File: config.mk
export PLATFORM = sky130hd
export DESIGN_NAME = u712_regcycle_arbiter
export DESIGN_NICKNAME = d
export VERILOG_FILES = /design/src/rtl/u712_pkg.sv /design/src/rtl/u712_sync2.sv /design/src/rtl/u712_regcycle_arbiter.sv
export SDC_FILE = /design/constraint.sdc
export NUM_CORES = 1
export LEC_CHECK = 0
export BUFFER_PORTS_ARGS = -buffer_cell sky130_fd_sc_hd__buf_2
export CORE_ASPECT_RATIO = 1.2
export CORE_MARGIN = 3
export CORE_UTILIZATION = 35
export CTS_CLUSTER_SIZE = 12
export DETAILED_ROUTE_END_ITERATION = 8
export GPL_ROUTABILITY_DRIVEN = 0
export GPL_TIMING_DRIVEN = 0
export PLACE_DENSITY = 0.58
export REMOVE_ABC_BUFFERS = 1
export SLEW_MARGIN = 20
export SYNTH_ARGS = -nofsm -noshare
export SYNTH_HDL_FRONTEND = slang
export SYNTH_HIERARCHICAL = 1
export SYNTH_SLANG_ARGS = --single-unit
File: constraint.sdc
create_clock -name CLK40 -period 1.24 [get_ports CLK40]
set_input_delay 0.062 -clock CLK40 [delete_from_list [all_inputs] [get_ports CLK40]]
set_output_delay 0.062 -clock CLK40 [all_outputs]
set_load 0.005 [all_outputs]
File: src/rtl/u712_pkg.sv
// u712_pkg: shared types and constants for the U712 register cycle arbiter.
package u712_pkg;
    typedef enum logic [2:0] {IDLE, ARB, LAUNCH, WAIT_TA, RELEASE} state_t;
    localparam int ARB_MODE_RR = 0;
    localparam int ARB_MODE_FIXED = 1;
    localparam logic [1:0] SIZ_LONG = 2'b00;
    localparam logic [1:0] SIZ_BYTE = 2'b01;
    localparam logic [1:0] SIZ_WORD = 2'b10;
    localparam logic [1:0] SIZ_3BYTE = 2'b11;
endpackage

File: src/rtl/u712_sync2.sv
// u712_sync2: two-flop synchronizer with asynchronous active-low reset to 0.
module u712_sync2 (
    input  logic CLK40,
    input  logic nRESET,
    input  logic d,
    output logic q
);
    logic m;
    always_ff @(posedge CLK40 or negedge nRESET)
        if (!nRESET) {q, m} <= 2'b00;
        else {q, m} <= {m, d};
endmodule

File: src/rtl/u712_regcycle_arbiter.sv
// u712_regcycle_arbiter: shares the chipset register cycle engine between CPU (A) and PCI (B).
// Define REG_TIMEOUT_EN to abort a WAIT_TA that exceeds TIMEOUT_CLKS with ACK+ERR.
module u712_regcycle_arbiter
    import u712_pkg::*;
#(
    parameter int ARB_MODE = ARB_MODE_RR,
    parameter int TIMEOUT_CLKS = 2047
) (
    input  logic       CLK40,
    input  logic       nRESET,
    input  logic       A_REQ,
    input  logic       A_RnW,
    input  logic [1:0] A_SIZ,
    input  logic [1:0] A_ADR,
    input  logic       B_REQ,
    input  logic       B_RnW,
    input  logic [1:0] B_SIZ,
    input  logic [1:0] B_ADR,
    input  logic       REG_TA,
    output logic       nREGSPACE,
    output logic       ENG_RnW,
    output logic [1:0] ENG_SIZ,
    output logic [1:0] ENG_ADR,
    output logic       A_ACK,
    output logic       B_ACK,
    output logic       GNT_B,
    output logic       BUSY,
    output logic       ERR
);
    state_t state;
    logic last_b, ta_s, ta_d, ta_rise, win_b, grant_req, tmo;
    if (TIMEOUT_CLKS < 1 || TIMEOUT_CLKS > 2047) begin : g_tmo_range
        $error("TIMEOUT_CLKS must fit the 11-bit counter");
    end
    u712_sync2 u_ta_sync (.CLK40(CLK40), .nRESET(nRESET), .d(REG_TA), .q(ta_s));
    always_ff @(posedge CLK40 or negedge nRESET)
        if (!nRESET) ta_d <= 1'b0;
        else ta_d <= ta_s;
    assign ta_rise = ta_s & ~ta_d;
    // On a round-robin tie B wins only when A was served last.
    assign win_b = B_REQ && (!A_REQ || (ARB_MODE != ARB_MODE_FIXED && !last_b));
    assign grant_req = GNT_B ? B_REQ : A_REQ;
`ifdef REG_TIMEOUT_EN
    logic [10:0] cnt;
    always_ff @(posedge CLK40 or negedge nRESET)
        if (!nRESET) cnt <= '0;
        else cnt <= (state == WAIT_TA) ? cnt + 11'd1 : '0;
    assign tmo = (state == WAIT_TA) && (cnt == 11'(TIMEOUT_CLKS - 1));
`else
    assign tmo = 1'b0;
`endif
    always_ff @(posedge CLK40 or negedge nRESET) begin
        if (!nRESET) begin
            state <= IDLE;
            nREGSPACE <= 1'b1;
            {ENG_RnW, ENG_SIZ, ENG_ADR} <= '0;
            {A_ACK, B_ACK, GNT_B, BUSY, ERR} <= '0;
            last_b <= 1'b1;
        end else begin
            A_ACK <= 1'b0;
            B_ACK <= 1'b0;
            ERR <= 1'b0;
            case (state)
                IDLE: if (A_REQ || B_REQ) begin
                    state <= ARB;
                    BUSY <= 1'b1;
                end
                ARB: if (A_REQ || B_REQ) begin
                    state <= LAUNCH;
                    GNT_B <= win_b;
                    last_b <= win_b;
                    {ENG_RnW, ENG_SIZ, ENG_ADR} <= win_b ? {B_RnW, B_SIZ, B_ADR} : {A_RnW, A_SIZ, A_ADR};
                end else begin
                    state <= IDLE;
                    BUSY <= 1'b0;
                end
                LAUNCH: begin
                    nREGSPACE <= 1'b0;
                    state <= WAIT_TA;
                end
                WAIT_TA: if (ta_rise || tmo) begin
                    nREGSPACE <= 1'b1;
                    A_ACK <= ~GNT_B;
                    B_ACK <= GNT_B;
                    ERR <= tmo;
                    state <= RELEASE;
                end
                RELEASE: if (!grant_req) begin
                    state <= IDLE;
                    BUSY <= 1'b0;
                end
                default: state <= IDLE;
            endcase
        end
    end
endmodule
After elaboration in Yosys (flattened, before gate mapping)
Cells that the tools add are included.
{ "classes": {"mux": 17, "eq_ne": 8, "n_bitwise": 3, "reduce_logical": 12} }
{ "op_table": {"columns": ["cell", "n"], "rows": [
  ["$pmux 3 s5", 1],
  ["$mux 1", 9],
  ["$mux 3", 3],
  ["$ne 2x2->1 const B", 4],
  ["$eq 3x2->1 const B", 2],
  ["$mux 5", 1],
  ["$reduce_and 2->1", 2],
  ["$reduce_and 4->1", 1],
  ["$eq 3x1->1 const B", 1],
  ["$eq 3x3->1 const B", 1],
  ["$logic_not 3->1", 1],
  ["$pmux 1 s3", 1],
  ["$reduce_and 3->1", 1],
  ["$reduce_bool 3->1", 1],
  ["$logic_not 1->1", 2],
  ["$logic_or 1x1->1", 2],
  ["$mux 2", 1],
  ["$not 1->1", 2],
  ["$pmux 1 s2", 1],
  ["$reduce_bool 2->1", 1],
  ["$and 1x1->1", 1],
  ["$logic_and 1x1->1", 1]
]} }
{ "word_totals": {"word_cells": 53, "reg_bits": 17, "in_bits": 15, "output_inout_bits": 11} }

Longest topological paths before layout
Gate-level depths: netlist (run 1).
{ "depth": {"ltp_word": 4, "ltp_mapped": 4, "mapped_depth_nobuf": 3} }

Modules after synthesis
Netlist (run 1), hierarchy kept.
{ "modules_own_cells": {"columns": ["mod", "cells_per_inst", "area_each_um2", "n_inst", "seq_area_each_um2"], "rows": [
  ["u712_regcycle_arbiter", 65, 711.9, 1, 377.9],
  ["u712_sync2", 2, 50.0, 1, 50.0]
]} }

Worst setup path after synthesis (run 1)
Ideal clock, no wire load.
{ "synth_timing": {"path_type": "flip-flop to flip-flop", "from": "reg state[2]", "to": "reg ENG_ADR[0]", "path_stages_with_launch": 5, "setup_time_ns": 0.079, "path_buffers": 1, "t_arrival_ns": 1.167, "slack_ns": -0.007, "required_time_ns": 1.161, "cell_sequence": "dfrtp_1 -> buf_6 -> nor3b_4 -> and2b_4 -> a2bb2oi_1"} }
{ "synth_via": {"elab_chain_len": 2} }
{ "synth_lines": {"columns": ["element", "line_no", "rtl"], "rows": [
  ["start: declaration", "u712_regcycle_arbiter.sv:30", "state_t state;"],
  ["start signal: assignment", "u712_regcycle_arbiter.sv:54", "state <= IDLE;"],
  ["start signal: assignment", "u712_regcycle_arbiter.sv:65", "state <= ARB;"],
  ["start signal: assignment", "u712_regcycle_arbiter.sv:69", "state <= LAUNCH;"],
  ["$eq 3x1->1", "u712_regcycle_arbiter.sv:63", "case (state)"],
  ["$reduce_and 2->1 (no source line)", null, null],
  ["end signal: assignment", "u712_regcycle_arbiter.sv:72", "{ENG_RnW, ENG_SIZ, ENG_ADR} <= win_b ? {B_RnW, B_SIZ, B_ADR} : {A_RnW, A_SIZ, A_ADR};"],
  ["end: declaration", "u712_regcycle_arbiter.sv:23", "output logic [1:0] ENG_ADR,"]
]} }
Every way passes these cells.
A chain may end at the register's enable or synchronous reset.

Worst setup path after layout (run 1)
{ "layout_timing": {"from": "reg state[2]", "to": "reg ENG_ADR[1]"} }
Same word-level chain as after synthesis.

==> summary.md, run 1 <==
| Metric | Value |
|---|---|
| Starting density of the core | `0.3894` |
| Post-Route Skew | `9.021 ps` |
| DR pass1 iterations | `4` |
| CTS sink cnt | `17` |
| Hpwl dp | `1.061 mm` |
| Antenna Nets Post-Route | `0` |
| Setup violations, final | `0` |
| R2R cell count | `3` |
| Synth area leaders | `dfrtp_1, dfstp_2, a2bb2oi_1` |
| #FFs+latches synth | `17` |
| Residual DRC count | `0` |
| IO Pins | `26` |
| Detailed Route Iter0 Violations | `19` |
| Clock buffer depth | `2` |
| Full die area | `2775 µm²` |
| Post-synth top area share | `0.4926` |
| Peak Freq | `0.8286 GHz` |
| TritonCTS Buffers | `3` |
| Met2 GRT Util | `0.1693` |
| Seq/Total Area, Yosys | `0.5616` |
| Critical Path, Cell by Cell | `nor3b_4 > and2b_4 > a2bb2oi_1` |
| Post-synth EDFFs | `0` |
| Worst Hold Class | `input pin to flip-flop` |
| Synth warnings | `6` |
| Most frequent cells after synthesis | `dfrtp_1, a2bb2oi_1, nor2_1` |
| Area Overhead vs Synth | `38.92%` |
| Detailed-route wire length per cell | `12.42 µm` |
| Dpl cells | `116` |
| # port buffers | `24` |
| Root Buffer | `clkbuf_4` |
| Req. time, crit path | `1470 ps` |
| WS Path Type | `flip-flop to flip-flop` |
| Hold Path Origin | `B_ADR[1]` |
| CTS HTree Levels | `1` |
| Core Region | `1957 µm²` |
| Diode count | `0` |
| Cell variety after synth | `28` |
| Worst reg-to-reg setup slack | `30 ps` |
| Largest net degree at the start of global routing | `18` |
| Outcome | `finished, final reports clean` |
| Synth async-reset ratio | `1.000` |
| Vias | `636` |
| Total gr overflow | `0` |
| Max_cap viols | `0` |
| Setup TNS Final | `0 ps` |
| R2R Path End | `ENG_ADR[1]` |
| RR Startpoint | `state[2]` |
| Most common cell in the netlist | `dfrtp_1` |
| Slowest cell on the critical path | `dfrtp_2` |
| Crit-path leading delay family | `simple AND/OR/NAND/NOR gates` |
| Final hold slack | `64.09 ps` |
| Vias in the first global route | `552` |
| Worst Path Buf+Inv | `0` |
| Area leader, netlist | `dfrtp_1` |
| CP startpoint kind | `flip-flop` |
| Grt peak-use layer | `met2` |
| Final wirelength | `1.614 mm` |
| Share of cells above drive strength 1 | `0.4804` |
| Fin crit period | `1207 ps` |
| Initial antenna violation count | `0` |
| Mapped cell area | `762.0 µm²` |
| Worst path max stage delay | `480 ps` |
| Clock latency on the worst-skew pair | `290 ps` |
| M1 GR Usage | `0.1544` |
| Via-per-instance ratio | `4.892` |
| Clock transition at path regs | `110 ps` |
| Syn avg cell area | `11.37 µm²` |
| Crit path capture type | `flip-flop` |
| GR Util met3 | `0.02611` |
| Non-filler cells, final | `130` |
| CP Data Arrival Time | `1430 ps` |
| CTS tree | `yes` |
| Final core occ | `0.5409` |
| Hold Path Sink | `ENG_ADR[1]` |
| Nets | `118` |
| Hold Crit Depth | `3` |
| Die height | `57.11 µm` |
| Leak pwr | `0.4863 nW` |
| CP Max Fanout | `8` |
| VDD IR max | `1210 µV` |
| Ys flop type | `dfrtp_1` |
| FP Rows | `17` |
| Final hold violations | `0` |
| Unrepaired setup endpoints after global routing | `yes` |
| Max Slew Vio Count | `0` |
| Pwr per Cell Area | `2204 nW/µm²` |
| Syn Inst Count | `67` |
| Overall Global Routing Usage | `0.1156` |
| DIE WIDTH | `48.60 µm` |
| First-pass GRT wire length | `2.490 mm` |
| Crit share post-route | `0.9733` |
-- cell type report --
class | count | area, µm²
flip-flops and latches | 17 | 431.7
multi-input cells | 44 | 334.1
clock buffers | 3 | 22.52
fillers | 183 | 898.4
inverters | 3 | 11.26
clock inverters | 1 | 5.005
repair buffers | 34 | 219.0
well taps | 28 | 35.03
-- power by group --
group / internal (W) / switching, W / total, W / leakage [nW]
Clock: 0.000120 / 0.000178 / 0.000298 / 0.0177
Sequential: 0.000781 / 0.000190 / 0.000971 / 0.195
Combinational: 0.000636 / 0.000426 / 0.00106 / 0.274
Total: 0.00154 / 0.000795 / 0.00233 / 0.486
-- worst max-delay path by stage --
stage                         from  slack (ps)  cells after the start    endpoint
after floorplan           state[2]         0.1                      3  ENG_ADR[0]
after CTS                 state[2]          10                      3       A_ACK
after global routing      state[2]         -30                      3  ENG_SIZ[1]
after global placement    state[2]        -200                      3  ENG_SIZ[1]
final                     state[2]          30                      3  ENG_ADR[1]
after detailed placement  state[1]        -220                      3  ENG_ADR[0]
-- cells in the final DEF, fill, tap and decap left out, drive strengths merged, types with 3 or more instances in the layout --
master       instances
buf                 31
o32ai                5
o21ai                3
dlygate4sd3          3
clkbuf               3
a2bb2oi              6
inv                  3
dfrtp               15
nor2                 6
a21oi                4
-- tightest hold or removal path, delay by kind of cell --
| family | cells | cell delay (ps) |
|---|---|---|
| buf+inv | 1 | 90 |
| compound gates | 2 | 170 |
-- per-layer routing --
metal | wire length (µm) | vias to the layer above
li1 | - | 317
met1 | 777 | 297
met2 | 743 | 20
met3 | 76 | 2
met4 | 17 | 0
met5 | 0 | -
-- registers in the layout (all words and copies together) (netlist names) --
signal       cells
u_ta_sync/q      1
A_ACK            1
ENG_RnW          1
u_ta_sync/m      1
state            3
ta_d             1
GNT_B            1
ENG_SIZ          2
last_b           1
ENG_ADR          2
nREGSPACE        1
BUSY             1
B_ACK            1
-- timing repair --
| action | in CTS | in global routing |
|---|---|---|
| hold endpoints to repair | 19 | 0 |
| buffers inserted | 2 | 5 |
| pin swaps | 1 | 2 |
| hold buffers | 3 | 0 |
| resized for setup | 1 | 9 |
| setup endpoints to repair | 7 | 10 |
-- cells by family after synthesis --
family | after synthesis | share of synthesized area
buf+inv | 6 | 0.04433
mux | 1 | 0.01314
flops | 17 | 0.5616
other cells | 1 | 0.004921
simple gates | 20 | 0.1609
compound gates | 22 | 0.2151
-- stage by stage --
stage / setup WS [ps] / area [µm²] / total power [W]
floorplan: 0.1139 / 739.5 / 0.001427
global placement: -195.3 / 894.6 / 0.001687
detailed placement: -218.9 / 894.6 / 0.001699
CTS: 12.29 / 968.4 / 0.002068
global route: -33.31 / 1059 / 0.002494
finish: 33.09 / 1059 / 0.002333
No activity file was read; power rests on OpenSTA's default activity.
==> run 2: changes to the inputs <==
--- a/config.mk
+++ b/config.mk
@@ -15,6 +15,7 @@
 export GPL_TIMING_DRIVEN = 0
 export PLACE_DENSITY = 0.58
 export REMOVE_ABC_BUFFERS = 1
+export SETUP_SLACK_MARGIN = 0.4
 export SLEW_MARGIN = 20
 export SYNTH_ARGS = -nofsm -noshare
 export SYNTH_HDL_FRONTEND = slang
==> run 2 against run 1 <==
Against the previous run: core utilization up 4.3 points; final area rose by 7.9%; via count grew 9.0%; register-to-register slack barely moved; count of clock-buffer cells in the layout unchanged; total power increased by 5.5%; flip-flop and latch count is the same; critical endpoint is now BUSY.
==> summary.md, run 2 (synthesis results as in run 1) <==
| Metric | Value |
|---|---|
| Outcome | `finished, final reports clean` |
| R2R Path End | `BUSY` |
| Final hold slack | `62.69 ps` |
| Clock transition at path regs | `110 ps` |
| Fin crit period | `1193 ps` |
| Worst Hold Class | `input pin to flip-flop` |
| Pre-CTS WS | `-218.9 ps` |
| Internal | `0.001629 W` |
| Residual DRC count | `0` |
| FP Rows | `17` |
| Root Buffer | `clkbuf_4` |
| DR pass1 iterations | `4` |
| WS Path Type | `flip-flop to flip-flop` |
| Filler instances | `178` |
| Core Region | `1957 µm²` |
| Clock latency on the worst-skew pair | `290 ps` |
| Antenna Nets Post-Route | `0` |
| Hpwl dp | `1.061 mm` |
| Overall Global Routing Usage | `0.1344` |
| Total gr overflow | `0` |
| Biggest register | `state` |
| Final wirelength | `1.807 mm` |
| Nets | `126` |
| Starting density of the core | `0.3894` |
| Total power draw | `0.002460 W` |
| Initial antenna violation count | `0` |
| Full die area | `2775 µm²` |
| Diode count | `0` |
| Via-per-instance ratio | `5.022` |
| Max_cap viols | `0` |
| CP startpoint kind | `flip-flop` |
| Detailed-route wire length per cell | `13.09 µm` |
| Grt peak-use layer | `met2` |
| CTS tree | `yes` |
| Share of cells above drive strength 1 | `0.5545` |
| TritonCTS Buffers | `3` |
| Final hold violations | `0` |
| Die height | `57.11 µm` |
| CP Max Fanout | `5` |
| Worst path max stage delay | `480 ps` |
| GR Util met3 | `0.02611` |
| Area Overhead vs Synth | `49.92%` |
| Slowest cell on the critical path | `dfrtp_2` |
| Final worst-path setup slack | `47.06 ps` |
| # port buffers | `24` |
| Detailed Route Iter0 Violations | `12` |
| Register share of total power | `0.384` |
| Worst reg-to-reg setup slack | `50 ps` |
| Largest net degree at the start of global routing | `18` |
| Switching part of the total | `0.3376` |
| Leak pwr | `0.5367 nW` |
| Pwr per Cell Area | `2153 nW/µm²` |
| R2R cell count | `4` |
| Hold Path Sink | `ENG_ADR[1]` |
| Clock buffer depth | `2` |
| Max Slew Vio Count | `0` |
| Req. time, crit path | `1440 ps` |
| VDD IR max | `1277 µV` |
| First-pass GRT wire length | `2.884 mm` |
| CTS sink cnt | `17` |
| IO Pins | `26` |
| Post-Route Skew | `8.607 ps` |
| Crit path capture type | `flip-flop` |
| CTS HTree Levels | `1` |
| RR Startpoint | `state[2]` |
| Hold Path Origin | `B_ADR[1]` |
| Max FFs per register | `3` |
| Hold Crit Depth | `3` |
| Setup violations, final | `0` |
| Comb power frac | `0.493` |
| M1 GR Usage | `0.1724` |
| Most frequent cells in the layout | `buf_2, buf_4, dfrtp_1, a2bb2oi_1` |
| Clock share of power | `0.122` |
| Sw power | `0.0008304 W` |
| Met2 GRT Util | `0.2047` |
| Critical Path, Cell by Cell | `buf_4 > nor4_1 > o21ai_1 > and3_1` |
| Crit share post-route | `0.9620` |
| Vias | `693` |
| Peak Freq | `0.8383 GHz` |
| Vias in the first global route | `618` |
| CP Data Arrival Time | `1390 ps` |
| Final core occ | `0.5838` |
| DIE WIDTH | `48.60 µm` |
| Unrepaired setup endpoints after global routing | `yes` |
| Most common cell after layout, fill and taps aside | `buf_2` |
run 2: repair_timing:
item	4_1_cts	5_1_grt
hold endpoints to repair	19	0
hold buffers	3	0
resized for setup	11	5
pin swaps	7	4
setup endpoints to repair	24	24
buffers inserted	11	4
run 2: per-layer routing:
layer,part of all wire,vias to the layer above
li1,-,335
met1,0.44,326
met2,0.48,26
met3,0.051,6
met4,0.025,0
met5,0,-
run 2: worst max-delay path, delay by kind of cell (launching register included):
family                 cells  cell delay [ps]
DFF                        1              480
and+or+nand+nor            2              360
buffers and inverters      1              160
AOI/OAI and AO/OA          1               90
run 2: final cells by class:
class,instances,area [µm²],share of cell area
Inverter,3,11.26,0.009858
Clock inverter,1,5.005,0.004381
Tap cell,28,35.03,0.03067
Multi-Input combinational cell,44,361.6,0.3165
Sequential cell,17,431.7,0.3779
Clock buffer,3,22.52,0.01972
Timing Repair Buffer,42,275.3,0.2410
run 2: worst max-delay path by stage:
stage	from	to	slack, ps	cells after the start
4_1_cts	state[2]	last_b	70	4
6_report	state[2]	BUSY	50	4
3_3_place_gp	state[2]	ENG_SIZ[1]	-200	3
2_1_floorplan	state[2]	ENG_ADR[0]	0.1	3
5_1_grt	state[2]	last_b	-30	4
3_5_place_dp	state[1]	ENG_ADR[0]	-220	3
run 2: per-stage QoR:
| step | instance area (µm²) | cells | TNS [ps] |
|---|---|---|---|
| 2_1_floorplan | 739.5 | 64 | 0 |
| 3_3_place_gp | 894.6 | 116 | -987.8 |
| 3_5_place_dp | 894.6 | 116 | -1133 |
| 4_1_cts | 1095 | 134 | 0 |
| 5_1_grt | 1142 | 138 | -101.3 |
| 6_report | 1142 | 138 | 0 |
run 2: power groups by stage:
stage               sequential, W  combinational [W]  clock [W]
floorplan                0.000960           0.000467          0
global placement         0.000974           0.000713          0
detailed placement       0.000970           0.000728          0
CTS                      0.000942            0.00111   0.000311
global route             0.000984            0.00132   0.000333
finish                   0.000945            0.00121   0.000301
==> run 3: changes to the inputs <==
--- a/config.mk
+++ b/config.mk
@@ -6,7 +6,7 @@
 export NUM_CORES = 1
 export LEC_CHECK = 0
 export BUFFER_PORTS_ARGS = -buffer_cell sky130_fd_sc_hd__buf_2
-export CORE_ASPECT_RATIO = 1.2
+export CORE_ASPECT_RATIO = 1.1
 export CORE_MARGIN = 3
 export CORE_UTILIZATION = 35
 export CTS_CLUSTER_SIZE = 12
==> run 3 against run 2 <==
Against the previous run: combinational power up 19%; clock power is 4% lower; final cell count unchanged; die area about the same; critical path depth shrank 1; core utilization rose by 0.94 points; maximum frequency up 2.9%; sequential share of layout area down 2.0 points; first-iteration DRC count decreased by 67%; via count shrank 2.9%.
==> summary.md, run 3 (synthesis results as in run 1) <==
| Metric | Value |
|---|---|
| Outcome | `finished, final reports clean` |
| Max Slew Vio Count | `0` |
| Root Buffer | `clkbuf_4` |
| Design area | `1211 µm²` |
| Share of cells above drive strength 1 | `0.6545` |
| Leak pwr | `0.5412 nW` |
| Clock transition at path regs | `100 ps` |
| Pwr per Cell Area | `2222 nW/µm²` |
| Nets | `126` |
| Crit share post-route | `0.9349` |
| Initial antenna violation count | `0` |
| IO Pins | `26` |
| Setup violations, final | `0` |
| Vias | `673` |
| Starting density of the core | `0.3732` |
| Die height | `54.94 µm` |
| Overall Global Routing Usage | `0.1370` |
| Req. time, crit path | `1410 ps` |
| Crit-path leading delay family | `flip-flops` |
| VDD IR max | `1349 µV` |
| Max_cap viols | `0` |
| Peak Freq | `0.8626 GHz` |
| DR pass1 iterations | `2` |
| Residual DRC count | `0` |
| Worst Hold Class | `input pin to flip-flop` |
| Final worst-path setup slack | `80.76 ps` |
| Unrepaired setup endpoints after global routing | `yes` |
| Crit path capture type | `flip-flop` |
| Total gr overflow | `0` |
| Full die area | `2773 µm²` |
| TritonCTS Buffers | `3` |
| Worst path max stage delay | `580 ps` |
| Clock latency on the worst-skew pair | `290 ps` |
| Biggest register | `state` |
| Final hold violations | `0` |
| Worst Path Buf+Inv | `0` |
| WS Path Type | `flip-flop to flip-flop` |
| CTS sink cnt | `17` |
| Antenna Nets Post-Route | `0` |
| CTS tree | `yes` |
| Via-per-instance ratio | `4.877` |
| First-pass GRT wire length | `2.718 mm` |
| Critical Path, Cell by Cell | `nor2b_4 > o32ai_2 > a2bb2oi_2` |
| Pre-CTS WS | `-220.7 ps` |
| Post-Route Skew | `3.576 ps` |
| CP startpoint kind | `flip-flop` |
| Hpwl dp | `1.094 mm` |
| Setup TNS Final | `0 ps` |
| Area Overhead vs Synth | `58.95%` |
| FP Rows | `17` |
| Total power draw | `0.002691 W` |
| Max FFs per register | `3` |
| Fin crit period | `1159 ps` |
| Vias in the first global route | `606` |
| Filler instances | `171` |
| CTS HTree Levels | `1` |
| Placed cell area | `894.6 µm²` |
| # port buffers | `24` |
| Detailed Route Iter0 Violations | `4` |
| CP Max Fanout | `6` |
| Clock buffer depth | `2` |
| Diode count | `0` |
| CP Data Arrival Time | `1330 ps` |
| Core Region | `2042 µm²` |
| Slowest cell on the critical path | `dfstp_2` |
| Most common cell after layout, fill and taps aside | `buf_2` |
| Most frequent cells in the layout | `buf_2, dfrtp_1, buf_4, a2bb2oi_2` |
| DIE WIDTH | `50.49 µm` |
| Largest net degree at the start of global routing | `18` |
| Detailed-route wire length per cell | `12.75 µm` |
| Final wirelength | `1.759 mm` |
[run 3: cell count changes in the layout (fill, tap and decap cells not counted), moves of 4 or more]
cell and delta:
a2bb2oi_2 +5, o32ai_1 -4, a2bb2oi_1 -5, buf_4 -4
o32ai_2 +4
[run 3: repair_timing]
action                                 4_1_cts  5_1_grt
pin swaps                                    6        4
setup buffers                               12        3
cloned                                       0        0
resized for setup                           20        9
setup endpoints to repair                   22       24
hold buffers                                 3        0
endpoints found under the hold margin       19        0
[run 3: area by class of cell]
type                    count  area [µm²]  area share
clock buffers               3       22.52     0.01860
well taps                  28       35.03     0.02893
multi-input cells          44       421.7      0.3481
repair buffers             42       282.8      0.2335
inverters                   3       11.26    0.009298
flip-flops and latches     17       432.9      0.3574
clock inverters             1       5.005    0.004132
[run 3: worst reg2reg max path: stages (launching register included)]
cell       delay (ps)
dfstp_2           580
nor2b_4            70
o32ai_2           300
a2bb2oi_2          90
[run 3: per-layer routing]
metal  share of wire  up-vias  GRT usage
li1                -      337          -
met5               0        -          0
met3           0.038        2    0.04826
met1            0.41      322     0.1559
met4          0.0068        0    0.04036
met2            0.54       12     0.2457
[run 3: power breakdown]
part | internal (W) | switching [W]
clock network | 0.000120 | 0.000168
logic | 0.000875 | 0.000560
registers | 0.000784 | 0.000183
total | 0.00178 | 0.000912
[run 3: stage by stage]
step | utilization | std cells | hold WS, ps
2_1_floorplan | - | 64 | -233.6
3_3_place_gp | 0.4381 | 116 | -3.319
3_5_place_dp | 0.4381 | 116 | -1.629
4_1_cts | 0.5625 | 135 | 61.11
5_1_grt | 0.5931 | 138 | 95.04
6_report | 0.5931 | 138 | 90.77
[run 3: worst paths after layout]
path / end / cells after the start / startpoint / slack, ps
hold reg to reg: u_ta_sync/q / 0 / u_ta_sync/m / 360
max in group asynchronous: nREGSPACE / 2 / nRESET / 720
min in group asynchronous: state[2] / 2 / nRESET / 210
setup reg to reg: ENG_SIZ[0] / 3 / last_b / 80
setup / recovery: ENG_SIZ[0] / 3 / last_b / 80
hold / removal: ENG_ADR[1] / 3 / B_ADR[1] / 90
